<file path="src/rtl/pipeline_controller_if.sv">
// Control/status bundle between the image-pipeline sequencer and its host/datapath.
// master drives commands and the done strobe; slave is the controller.
interface pipeline_controller_if #(
  parameter int PASS_W  = 3,
  parameter int FRAME_W = 8
);
  // done is a one-cycle completion strobe with no back-pressure: every cycle it is
  // high while the controller is in a phase that waits for it counts as one step.
  logic               start;
  logic               continuous;
  logic               abort;
  logic               done;
  logic               on_off;
  logic               rw;
  logic               camera_trigger;
  logic               filter_en;
  logic [PASS_W-1:0]  pass_idx;
  logic               busy;
  logic               frame_done;
  logic [FRAME_W-1:0] frame_cnt;
  logic               timeout_err;
  logic [2:0]         state_dbg;

  modport master (
    output start, continuous, abort, done,
    input  on_off, rw, camera_trigger, filter_en, pass_idx, busy,
    input  frame_done, frame_cnt, timeout_err, state_dbg
  );

  modport slave (
    input  start, continuous, abort, done,
    output on_off, rw, camera_trigger, filter_en, pass_idx, busy,
    output frame_done, frame_cnt, timeout_err, state_dbg
  );
endinterface

</file>
<file path="src/rtl/pipeline_controller.sv">
// Frame sequencer: capture -> gray write -> NUM_PASSES filter passes -> finish.
// Optional per-phase watchdog enabled by defining PIPELINE_CONTROLLER_TIMEOUT_EN.
module pipeline_controller #(
  parameter int NUM_PASSES     = 2,
  parameter int PASS_W         = 3,
  parameter int FRAME_W        = 8,
  parameter int TIMEOUT_CYCLES = 1000000
) (
  input  logic                  clk,
  input  logic                  erst_n,
  pipeline_controller_if.slave  bus
);

  typedef enum logic [2:0] {
    S_IDLE        = 3'd0,
    S_CAMERA_READ = 3'd1,
    S_GRAY_WRITE  = 3'd2,
    S_FILTER      = 3'd3,
    S_FINISH      = 3'd4
  } state_t;

  state_t             state, nxt_state;
  logic [PASS_W-1:0]  pass_q, nxt_pass;
  logic               tmo_hit;
  logic               on_off_q, rw_q, trig_q, filt_q, busy_q, fdone_q;
  logic [FRAME_W-1:0] frame_cnt_q;
  logic               tmo_err_q;

  always_comb begin
    nxt_state = state;
    nxt_pass  = pass_q;
    case (state)
      S_IDLE:        if (bus.start) nxt_state = S_CAMERA_READ;
      S_CAMERA_READ: if (bus.done)  nxt_state = S_GRAY_WRITE;
      S_GRAY_WRITE:  if (bus.done)  nxt_state = S_FILTER;
      S_FILTER: begin
        if (bus.done) begin
          if (pass_q == PASS_W'(NUM_PASSES - 1)) nxt_state = S_FINISH;
          else                                   nxt_pass  = pass_q + PASS_W'(1);
        end
      end
      S_FINISH:      nxt_state = bus.continuous ? S_CAMERA_READ : S_IDLE;
      default:       nxt_state = S_IDLE;
    endcase
    if (tmo_hit) nxt_state = S_IDLE;
    // Abort outranks both done and the watchdog.
    if (state != S_IDLE && bus.abort) nxt_state = S_IDLE;
    if (nxt_state != S_FILTER) nxt_pass = '0;
  end

  always_ff @(posedge clk) begin
    if (!erst_n) begin
      state       <= S_IDLE;
      pass_q      <= '0;
      on_off_q    <= 1'b0;
      rw_q        <= 1'b0;
      trig_q      <= 1'b0;
      filt_q      <= 1'b0;
      busy_q      <= 1'b0;
      fdone_q     <= 1'b0;
      frame_cnt_q <= '0;
    end else begin
      state    <= nxt_state;
      pass_q   <= nxt_pass;
      on_off_q <= (nxt_state == S_CAMERA_READ) || (nxt_state == S_GRAY_WRITE) ||
                  (nxt_state == S_FILTER);
      rw_q     <= (nxt_state == S_CAMERA_READ);
      trig_q   <= (nxt_state == S_CAMERA_READ);
      filt_q   <= (nxt_state == S_FILTER);
      busy_q   <= (nxt_state != S_IDLE);
      fdone_q  <= (nxt_state == S_FINISH);
      // Count on entry to FINISH so the count moves together with frame_done.
      if (nxt_state == S_FINISH && state != S_FINISH) frame_cnt_q <= frame_cnt_q + FRAME_W'(1);
    end
  end

`ifdef PIPELINE_CONTROLLER_TIMEOUT_EN
  localparam int CNT_W = $clog2(TIMEOUT_CYCLES + 1);

  logic [CNT_W-1:0] phase_cnt;
  logic             in_phase;

  assign in_phase = (state == S_CAMERA_READ) || (state == S_GRAY_WRITE) || (state == S_FILTER);
  assign tmo_hit  = in_phase && !bus.done && (phase_cnt == CNT_W'(TIMEOUT_CYCLES - 1));

  // Each filter pass is its own phase, so an accepted done restarts the count.
  always_ff @(posedge clk) begin
    if (!erst_n) begin
      phase_cnt <= '0;
      tmo_err_q <= 1'b0;
    end else begin
      if (nxt_state != state || (state == S_FILTER && bus.done)) phase_cnt <= '0;
      else if (in_phase)                                         phase_cnt <= phase_cnt + CNT_W'(1);
      if (tmo_hit && !bus.abort)           tmo_err_q <= 1'b1;
      else if (state == S_IDLE && bus.start) tmo_err_q <= 1'b0;
    end
  end
`else
  logic unused_tmo_cfg;

  assign tmo_hit        = 1'b0;
  assign tmo_err_q      = 1'b0;
  assign unused_tmo_cfg = (TIMEOUT_CYCLES > 0);
`endif

  assign bus.on_off         = on_off_q;
  assign bus.rw             = rw_q;
  assign bus.camera_trigger = trig_q;
  assign bus.filter_en      = filt_q;
  assign bus.pass_idx       = pass_q;
  assign bus.busy           = busy_q;
  assign bus.frame_done     = fdone_q;
  assign bus.frame_cnt      = frame_cnt_q;
  assign bus.timeout_err    = tmo_err_q;
  assign bus.state_dbg      = state;

endmodule

</file>
<file path="src/flat_wrapper.sv">
// flat-port wrapper written by rule: the top's interface ports become plain ports
module pipeline_controller_flat 
#(
  parameter int NUM_PASSES     = 2,
  parameter int PASS_W         = 3,
  parameter int FRAME_W        = 8,
  parameter int TIMEOUT_CYCLES = 1000000
)
  (clk, erst_n, bus_start, bus_continuous, bus_abort, bus_done, bus_on_off, bus_rw, bus_camera_trigger, bus_filter_en, bus_pass_idx, bus_busy, bus_frame_done, bus_frame_cnt, bus_timeout_err, bus_state_dbg);
  pipeline_controller_if #(.PASS_W(PASS_W), .FRAME_W(FRAME_W)) bus_i ();
  input  logic clk;
  input  logic erst_n;
  input wire logic [$bits(bus_i.start)-1:0] bus_start;
  input wire logic [$bits(bus_i.continuous)-1:0] bus_continuous;
  input wire logic [$bits(bus_i.abort)-1:0] bus_abort;
  input wire logic [$bits(bus_i.done)-1:0] bus_done;
  output wire logic [$bits(bus_i.on_off)-1:0] bus_on_off;
  output wire logic [$bits(bus_i.rw)-1:0] bus_rw;
  output wire logic [$bits(bus_i.camera_trigger)-1:0] bus_camera_trigger;
  output wire logic [$bits(bus_i.filter_en)-1:0] bus_filter_en;
  output wire logic [$bits(bus_i.pass_idx)-1:0] bus_pass_idx;
  output wire logic [$bits(bus_i.busy)-1:0] bus_busy;
  output wire logic [$bits(bus_i.frame_done)-1:0] bus_frame_done;
  output wire logic [$bits(bus_i.frame_cnt)-1:0] bus_frame_cnt;
  output wire logic [$bits(bus_i.timeout_err)-1:0] bus_timeout_err;
  output wire logic [$bits(bus_i.state_dbg)-1:0] bus_state_dbg;
  assign bus_i.start = bus_start;
  assign bus_i.continuous = bus_continuous;
  assign bus_i.abort = bus_abort;
  assign bus_i.done = bus_done;
  assign bus_on_off = bus_i.on_off;
  assign bus_rw = bus_i.rw;
  assign bus_camera_trigger = bus_i.camera_trigger;
  assign bus_filter_en = bus_i.filter_en;
  assign bus_pass_idx = bus_i.pass_idx;
  assign bus_busy = bus_i.busy;
  assign bus_frame_done = bus_i.frame_done;
  assign bus_frame_cnt = bus_i.frame_cnt;
  assign bus_timeout_err = bus_i.timeout_err;
  assign bus_state_dbg = bus_i.state_dbg;
  pipeline_controller #(.NUM_PASSES(NUM_PASSES), .PASS_W(PASS_W), .FRAME_W(FRAME_W), .TIMEOUT_CYCLES(TIMEOUT_CYCLES)) u_core (.clk(clk), .erst_n(erst_n), .bus(bus_i));
endmodule
</file>
<file path="config.mk">
export PLATFORM = sky130hd
export DESIGN_NAME = pipeline_controller_flat
export DESIGN_NICKNAME = d
export VERILOG_FILES = /design/src/rtl/pipeline_controller_if.sv /design/src/rtl/pipeline_controller.sv /design/src/flat_wrapper.sv
export SDC_FILE = /design/constraint.sdc
export NUM_CORES = 1
export LEC_CHECK = 0
export CORE_MARGIN = 3
export CORE_UTILIZATION = 40
export DETAILED_ROUTE_END_ITERATION = 12
export PLACE_DENSITY = 0.73
export SYNTH_ARGS = -nofsm -noshare
export SYNTH_HDL_FRONTEND = slang
export SYNTH_SLANG_ARGS = --single-unit
</file>
<file path="constraint.sdc">
create_clock -name clk -period 1.7 [get_ports clk]
set_clock_uncertainty 0.15 [all_clocks]
set_input_delay 0.34 -clock clk [delete_from_list [all_inputs] [get_ports clk]]
set_output_delay 0.34 -clock clk [all_outputs]
set_load 0.05 [all_outputs]
</file>
* Word-level counts from Yosys, hierarchy flattened
Cells that the tools add are included.
** Operators by class
- Add/subtract/negate cells :: 2
- Multiply operators :: 0
- Divide/modulo/power cells :: 0
- Order comparisons :: 0
- Equality and inequality tests :: 11
- Shift-type cells :: 0
- Mux-type cells :: 8
- Bitwise logic cells :: 2
- Reduce and logical (&&, ||, !) cells :: 9
** Operators by type and width (number)
- two-way mux 3 bit :: 6
- case mux 3 bit (5 select lines) :: 1
- == test 3 x 2 -> 1 bit, second input constant :: 4
- == test 3 x 1 -> 1 bit, second input constant :: 3
- adder 8 x 1 -> 8 bit, second input constant :: 1
- == test 3 bit, second input constant :: 2
- nonzero test 3 bit :: 2
- adder 3 x 1 -> 3 bit, second input constant :: 1
- logical NOT 3 bit :: 1
- != test 3 x 2 -> 1 bit, second input constant :: 1
- != test 3 bit, second input constant :: 1
- AND reduction 3 bit :: 1
- logical AND 1 bit :: 2
- logical OR 1 bit :: 2
- inverter 1 bit :: 2
- OR reduction 2 bit :: 1
- two-way mux 1 bit :: 1
** Word-level totals
- Flip-flop bits (word level) :: 19
- Latch bits :: 0
- Bits in writable memories :: 0
- Bits in read-only memories :: 0
- Output and inout port bits :: 21
- Logic and storage cells :: 40
- Memories :: 0

* Depth between registers and ports, before layout
Gate-level depths: netlist (run 1).
- Depth in word-level cells :: 8
- Mapped depth :: 6
- Depth with buffers taken out :: 6

* Worst setup path before layout (run 1)
No wires, ideal clock.
- Kind :: register -> register
- Start point :: register u_core.pass_q[0] (netlist: u_core.bus.pass_idx[0])
- End point :: register u_core.frame_cnt_q[7] (netlist: u_core.bus.frame_cnt[7])
- Setup time :: 0.072 ns
- Arrival time :: 1.857 ns
- Required time :: 1.478 ns
- Path slack :: -0.379 ns
- Cell stages (with the launch flop) :: 6
- Clock period less this slack :: 2.079 ns
- Path through :: dfxtp_1 > ha_1 > and4b_4 > nand4_2 > or4_1 > a21oi_1
** Between the ends
- Cells in the longest elaborated chain, start to end :: 7
** Ends and longest elaborated chain
- start, declared :: line pipeline_controller.sv:23 : logic [PASS_W-1:0] pass_q, nxt_pass;
- start signal, assigned :: line pipeline_controller.sv:64 : pass_q <= nxt_pass;
- == test 3 x 1 -> 1 bit :: line pipeline_controller.sv:38 : if (pass_q == PASS_W'(NUM_PASSES - 1)) nxt_state = S_FINISH;
- two-way mux 3 bit :: line pipeline_controller.sv:38
- two-way mux 3 bit :: line pipeline_controller.sv:37 : if (bus.done) begin
- case mux 3 bit (5 select lines) :: line pipeline_controller.sv:32 : case (state)
- two-way mux 3 bit :: line pipeline_controller.sv:47 : if (state != S_IDLE && bus.abort) nxt_state = S_IDLE;
- == test 3 bit :: line pipeline_controller.sv:73 : if (nxt_state == S_FINISH && state != S_FINISH) frame_cnt_q <= frame_cnt_q + FRAME_W'(1);
- logical AND 1 bit :: line pipeline_controller.sv:73
- end signal, assigned :: line pipeline_controller.sv:73
- end, declared :: line pipeline_controller.sv:26 : logic [FRAME_W-1:0] frame_cnt_q;
No other way between the ends.
A chain may end at the register's enable or synchronous reset.

* Final worst setup path (run 1)
- Start point :: register u_core.pass_q[1] (netlist: u_core.bus.pass_idx[1])
- End point :: register u_core.frame_cnt_q[7] (netlist: u_core.bus.frame_cnt[7])
The elaborated chain is that of the path after synthesis.

==> results of run 1 <==
-- area by class of cell --
| type | instances | area (um^2) | area share, % |
|---|---|---|---|
| Multi-Input combinational cell | 65 | 468 | 30.7 |
| Timing Repair Buffer | 44 | 567 | 37.2 |
| Clock inverter | 1 | 5.00 | 0.328 |
| Clock buffer | 3 | 22.5 | 1.48 |
| Tap cell | 27 | 33.8 | 2.22 |
| Inverter | 6 | 25.0 | 1.64 |
| Sequential cell | 19 | 403 | 26.4 |
-- worst register-to-register path, stage by stage, from the launching register on --
cell     delay [ps]
dfxtp_4         360
inv_4            60
ha_4            120
and4b_4         260
nand4_4         110
or4_1           420
a21oi_1         140
-- cells in the final DEF (no fill, tap or decap), types with 2 or more instances in the layout --
master,synthesis,layout
dfxtp_4,0,4
nand3b_1,2,2
mux2_2,2,2
dfxtp_1,19,9
buf_4,2,21
or4_1,2,2
buf_12,0,18
clkdlybuf4s50_1,0,4
a21oi_1,6,4
nor2_1,10,10
or3_1,3,3
xor2_1,4,4
nand2_1,7,7
nand4_1,3,3
nand3_1,3,3
a21oi_2,0,2
dfxtp_2,0,6
o21ai_0,3,2
clkbuf_4,0,3
inv_1,5,4
ha_1,3,2
-- path summary, 6_finish.rpt --
kind | startpoint | cells after the start | endpoint
setup reg to reg | u_core.bus.pass_idx[1]$_SDFFE_PP0P_ | 6 | u_core.bus.frame_cnt[7]$_SDFFE_PN0P_
hold reg to reg | u_core.bus.pass_idx[0]$_SDFFE_PP0P_ | 2 | u_core.bus.pass_idx[0]$_SDFFE_PP0P_
hold / removal | u_core.bus.pass_idx[0]$_SDFFE_PP0P_ | 2 | u_core.bus.pass_idx[0]$_SDFFE_PP0P_
setup / recovery | u_core.bus.pass_idx[1]$_SDFFE_PP0P_ | 6 | u_core.bus.frame_cnt[7]$_SDFFE_PN0P_
-- per-layer routing --
metal  vias to the layer above  track usage (%)  part of all wire, %
met3                         8             4.56                  6.1
li1                        414                -                    -
met5                         -                0                    0
met4                         0             11.1                  2.9
met1                       400             19.0                   42
met2                        28             27.7                   49
-- registers in the layout (all words and copies together) (netlist names) --
signal and cells:
u_core.bus.filter_en 1, u_core.bus.frame_done 1, u_core.bus.rw 1, u_core.bus.on_off 1
u_core.bus.frame_cnt 8, u_core.bus.pass_idx 3, u_core.bus.state_dbg 3, u_core.bus.busy 1
-- kinds of logic after synthesis --
kind of cell	share of synthesized area (%)
AO/OA/AOI/OAI	10.8
XOR/XNOR	4.03
adder cells (fa/ha/maj)	4.32
buffers and inverters	5.62
flip-flops	43.8
multiplexers	3.75
other	0.432
AND/OR/NAND/NOR	27.2
-- what timing repair did --
action,in CTS,in global routing
gates resized for setup,2,2
pin swaps,1,4
buffers inserted,1,7
endpoints found under the setup margin,10,13
-- power groups by stage --
stage | Clock, mW | Combinational (mW) | Sequential (mW)
6_report | 0.224 | 0.161 | 0.461
5_1_grt | 0.258 | 0.169 | 0.462
4_1_cts | 0.233 | 0.157 | 0.461
3_5_place_dp | 0 | 0.158 | 0.472
3_3_place_gp | 0 | 0.155 | 0.471
2_1_floorplan | 0 | 0.0528 | 0.505
-- per-stage QoR --
step	power [mW]	worst slack, ps	hold slack, ps
2_1_floorplan	0.558	-9.18	289
3_3_place_gp	0.626	-315	368
3_5_place_dp	0.629	-382	373
4_1_cts	0.851	-7.70	389
5_1_grt	0.889	-42.7	409
6_report	0.846	15.3	396
==> results.tsv, run 1 <==
stage	metric	value	unit
drt	# DRC	0	
synthesis	Syn Area/Cell	9.34	um^2
synthesis	synthesized instance count	93	
worst_setup_path	family with the most delay on the worst path	simple AND/OR/NAND/NOR gates	
finish	Layout Cells excl Fill	165	
clock_network	cts hold-fix bufs	0	
synthesis	Primary FF master, synth	dfxtp_1	
min_path	Hold/Removal Path Class	register to register	
power_and_ir_drop	combinational fraction of design power	19.0	%
clock_network	Worst-path clk slew	110	ps
timing	fin crit period	1680	ps
power_and_ir_drop	Leak	0.631	nW
clock_network	CTS Buffer Depth	2	
floorplan	Core ar.	2000	um^2
synthesis	most instantiated cells after synthesis	dfxtp_1, nor2_1, nand2_1	
power_and_ir_drop	Power Density	555	nW/um^2
grt	Total GRT Usage	16.9	%
grt	first-pass GRT wire length	3.41	mm
synthesis	Syn. warnings	0	
floorplan	initial core utilization	43.4	%
worst_setup_path	startpoint types	register	
placement	DP HPWL	1.60	mm
clock_network	H-Tree Depth	1	
grt	GRT Residual Overflow	0	
placement	placed inst area	1430	um^2
finish	design area	1520	um^2
worst_setup_path	critical path class	register to register	
worst_setup_path	CP required	1780	ps
job	Max-Cap Viols	0	
drt	DR WL/cell	12.6	um
finish	number of diodes	0	
worst_setup_path	endpoint class of the critical path	register	
timing	Final setup viols	0	
clock_network	CTS tree	built	
worst_setup_path	Largest stage delay, worst path	420	ps
floorplan	Rows	16	
synthesis	asr flop ratio synth	0	%
floorplan	DIE AREA	2770	um^2
synthesis	Synth cell types	34	
worst_setup_path	CP Max Fanout	4	
finish	Core Util, Final	76.1	%
finish	area grow syn2layout	75.5	%
grt	initial antenna violation count	0	
outcome	status	completed	
synthesis	Seq/Total Area, Yosys	43.8	%
worst_setup_path	CP max-delay cell	or4_1	
timing	Final Hold Vio Count	0	
worst_setup_path	Reg2Reg Setup Slack	20	ps
drt	drt pass-1 iters	4	
worst_setup_path	CP cell instances	inv_4, ha_4, and4b_4, nand4_4, or4_1, a21oi_1	
power_and_ir_drop	register share of total power	54.5	%
finish	Fillers	145	
power_and_ir_drop	Sw Ratio	28.0	%
drt	via/cell ratio	5.15	
synthesis	Synth top area share	43.8	%
power_and_ir_drop	Clock power frac	26.5	%
drt	ANT nets after route	0	
floorplan	Die H	52.6	um
timing	Final period util	99.1	%
timing	Slew Limit Fails	0	
grt	largest net degree at the start of global routing	12	
clock_network	CTS Root Cell	clkbuf_4	
worst_setup_path	CP Buf/Inv Count	1	
timing	Max Clock Freq	594	MHz
power_and_ir_drop	sw power	0.237	mW
synthesis	Area contributors post-synth	dfxtp_1, ha_1, nor2_1, xor2_1, a21oi_1	
drt	Routed WL	2.08	mm
worst_setup_path	arrival time at the worst endpoint	1770	ps
clock_network	total CTS buffers	3	
timing	RSZ-0062 raised after global routing	yes	
floorplan	Die W	52.6	um
synthesis	syn_nets	102	
synthesis	Synth Register Bits	19	
finish	layout cells sized above 1	45.7	%
floorplan	Ports	27	
synthesis	EDFF count, synth	0	
clock_network	clk sinks	19	
placement	RePlAce Congestion	0.867	
synthesis	Post-Syn Area	868	um^2
power_and_ir_drop	VDD IR-drop max	507	uV
clock_network	later-pin clock latency in the skew report	290	ps
placement	Port Buffers	25	
power_and_ir_drop	Pint	0.609	mW
drt	DRT iter0 DRCs	9	
placement	DP Cell Count	153	
synthesis	count leader, synth	dfxtp_1	
timing	TNS Setup	0	ps
drt	routed via count	850	
synthesis	area leader, netlist	dfxtp_1	
grt	vias in the first global route	799	
finish	Layout Nets	148	
Power figures use the tool's default switching activity.
==> run 2, diff against run 1 <==
--- a/config.mk
+++ b/config.mk
@@ -5,6 +5,7 @@
 export SDC_FILE = /design/constraint.sdc
 export NUM_CORES = 1
 export LEC_CHECK = 0
+export CAP_MARGIN = 0
 export CORE_MARGIN = 3
 export CORE_UTILIZATION = 40
 export DETAILED_ROUTE_END_ITERATION = 12
==> results of run 2 <==
No change in the layout: final DEF, timing and power equal those of run 1.
==> run 3, diff against run 2 <==
--- a/config.mk
+++ b/config.mk
@@ -10,6 +10,7 @@
 export CORE_UTILIZATION = 40
 export DETAILED_ROUTE_END_ITERATION = 12
 export PLACE_DENSITY = 0.73
+export SKIP_CTS_REPAIR_TIMING = 1
 export SYNTH_ARGS = -nofsm -noshare
 export SYNTH_HDL_FRONTEND = slang
 export SYNTH_SLANG_ARGS = --single-unit
==> constraint.sdc (replaced) <==
create_clock -name clk -period 1.7 [get_ports clk]
set_clock_uncertainty 0.15 [all_clocks]
set_input_delay 0.17 -clock clk [delete_from_list [all_inputs] [get_ports clk]]
set_output_delay 0.17 -clock clk [all_outputs]
set_load 0.05 [all_outputs]
==> run 3 against run 2 <==
The run now ends with setup timing left. Total power is 3.1% lower. Flip-flop and latch count stayed put. Sequential share of layout area is 5.8 points higher. Wire length is 9.5% lower. Sequential power is 1% lower. Clock power hardly changed. Via count is 7.2% lower. Setup slack worse by 20 ps. Count of clock-buffer cells in the layout stayed put. Utilization is 14 points lower. Critical endpoint is now u_core.bus.frame_cnt[4]$_SDFFE_PN0P_. Largest power group unchanged.
==> results.tsv, run 3 (synthesis gave the netlist of run 1 again) <==
stage	metric	value	unit
timing	Final setup viols	1	
floorplan	Rows	16	
floorplan	Die H	52.6	um
finish	design area	1250	um^2
timing	final hold slack	360	ps
worst_setup_path	reg2reg path depth	6	
outcome	failing checks	setup timing	
finish	Seq. cell area	403	um^2
power_and_ir_drop	VDD IR-drop max	453	uV
timing	Setup WS post-layout	-5.14	ps
drt	drt pass-1 iters	4	
worst_setup_path	CP required	1780	ps
timing	Final Hold Vio Count	0	
clock_network	total CTS buffers	3	
worst_setup_path	arrival time at the worst endpoint	1790	ps
power_and_ir_drop	Power Density	655	nW/um^2
grt	largest net degree at the start of global routing	12	
clock_network	CTS Buffer Depth	2	
clock_network	CTS Root Cell	clkbuf_4	
finish	commonest cells after routing, fill and taps aside	buf_4, nor2_1, dfxtp_1	
floorplan	initial core utilization	43.4	%
worst_setup_path	r2r startpoint	u_core.bus.pass_idx[1]$_SDFFE_PP0P_	
clock_network	H-Tree Depth	1	
worst_setup_path	Reg2Reg Setup Slack	-5	ps
min_path	Hold/Removal Path Class	register to register	
finish	max reg flops	8	
timing	RSZ-0062 raised after global routing	yes	
drt	# DRC	0	
grt	vias in the first global route	672	
finish	Core Util, Final	62.5	%
finish	Multi-input gate area	464	um^2
worst_setup_path	startpoint types	register	
worst_setup_path	Worst Setup EP	u_core.bus.frame_cnt[4]$_SDFFE_PN0P_	
placement	DP HPWL	1.43	mm
finish	Fillers	183	
floorplan	Die W	52.6	um
finish	number of diodes	0	
worst_setup_path	critical path class	register to register	
finish	layout cells sized above 1	42.4	%
clock_network	Worst-path clk slew	110	ps
placement	Port Buffers	25	
finish	most common cell after layout, fill and taps aside	buf_4	
grt	GRT Residual Overflow	0	
drt	ANT nets after route	0	
grt	initial antenna violation count	0	
finish	Layout Cells excl Fill	159	
floorplan	Ports	27	
grt	Total GRT Usage	14.5	%
timing	fin crit period	1710	ps
timing	Max Clock Freq	586	MHz
placement	RePlAce Congestion	0.817	
worst_setup_path	endpoint class of the critical path	register	
drt	via/cell ratio	4.96	
clock_network	CTS tree	built	
outcome	status	complete, but fails checks	
placement	DP Cell Count	153	
worst_setup_path	CP Max Fanout	4	
drt	DR WL/cell	11.9	um
worst_setup_path	worst r2r dst	u_core.bus.frame_cnt[4]$_SDFFE_PN0P_	
clock_network	later-pin clock latency in the skew report	290	ps
grt	first-pass GRT wire length	2.95	mm
timing	Final period util	100	%
worst_setup_path	CP Launch Point	u_core.bus.pass_idx[1]$_SDFFE_PP0P_	
finish	Layout Nets	142	
timing	Slew Limit Fails	0	
power_and_ir_drop	Leak	0.545	nW
drt	DRT iter0 DRCs	19	
floorplan	Core ar.	2000	um^2
drt	Routed WL	1.89	mm
floorplan	DIE AREA	2770	um^2
placement	placed inst area	1200	um^2
clock_network	clk sinks	19	
finish	area grow syn2layout	44.1	%
drt	routed via count	789	
job	Max-Cap Viols	0	
## run 3: how the worst min path moves through the flow
stage	endpoint	from	cells past startpoint	slack, ps
after floorplan	u_core.bus.busy$_SDFF_PN0_	erst_n	2	120
after global placement	u_core.bus.frame_cnt[7]$_SDFFE_PN0P_	u_core.bus.frame_cnt[7]$_SDFFE_PN0P_	2	330
after detailed placement	u_core.bus.frame_cnt[7]$_SDFFE_PN0P_	u_core.bus.frame_cnt[7]$_SDFFE_PN0P_	2	340
after CTS	u_core.bus.frame_cnt[7]$_SDFFE_PN0P_	u_core.bus.frame_cnt[7]$_SDFFE_PN0P_	2	360
after global routing	u_core.bus.frame_cnt[7]$_SDFFE_PN0P_	u_core.bus.frame_cnt[7]$_SDFFE_PN0P_	2	370
final	u_core.bus.frame_cnt[7]$_SDFFE_PN0P_	u_core.bus.frame_cnt[7]$_SDFFE_PN0P_	2	360
## run 3: cell type report
type / count / share of cell area [%]
clock inverters: 1 / 0.400
flip-flops and latches: 19 / 32.2
well taps: 27 / 2.70
inverters: 6 / 2.00
multi-input cells: 65 / 37.1
repair buffers: 38 / 23.8
clock buffers: 3 / 1.80
## run 3: worst max-delay path, stage by stage, from the launching register on
cell and delay, ps:
dfxtp_4 370, inv_4 60, ha_4 130, and4b_4 290, nand4_1 160, or3_1 340
a21oi_1 140
## run 3: metal layers
layer	track usage, %	wire (um)	vias to the layer above
met5	0	0	-
met4	6.38	0	0
met3	2.85	119	0
met2	22.3	885	24
met1	19.3	881	360
li1	-	-	405
## run 3: per-stage QoR
| step | setup WS [ps] | total power, mW | setup TNS [ps] |
|---|---|---|---|
| 2_1_floorplan | -9.18 | 0.558 | -19.3 |
| 3_3_place_gp | -151 | 0.603 | -1690 |
| 3_5_place_dp | -202 | 0.604 | -2300 |
| 4_1_cts | -20.7 | 0.832 | -43.4 |
| 5_1_grt | -77.2 | 0.857 | -280 |
| 6_report | -5.14 | 0.820 | -5.14 |
## run 3: power breakdown
part / internal, mW / switching (mW)
Combinational: 0.0492 / 0.0889
Sequential: 0.451 / 0.00469
Clock: 0.0875 / 0.138
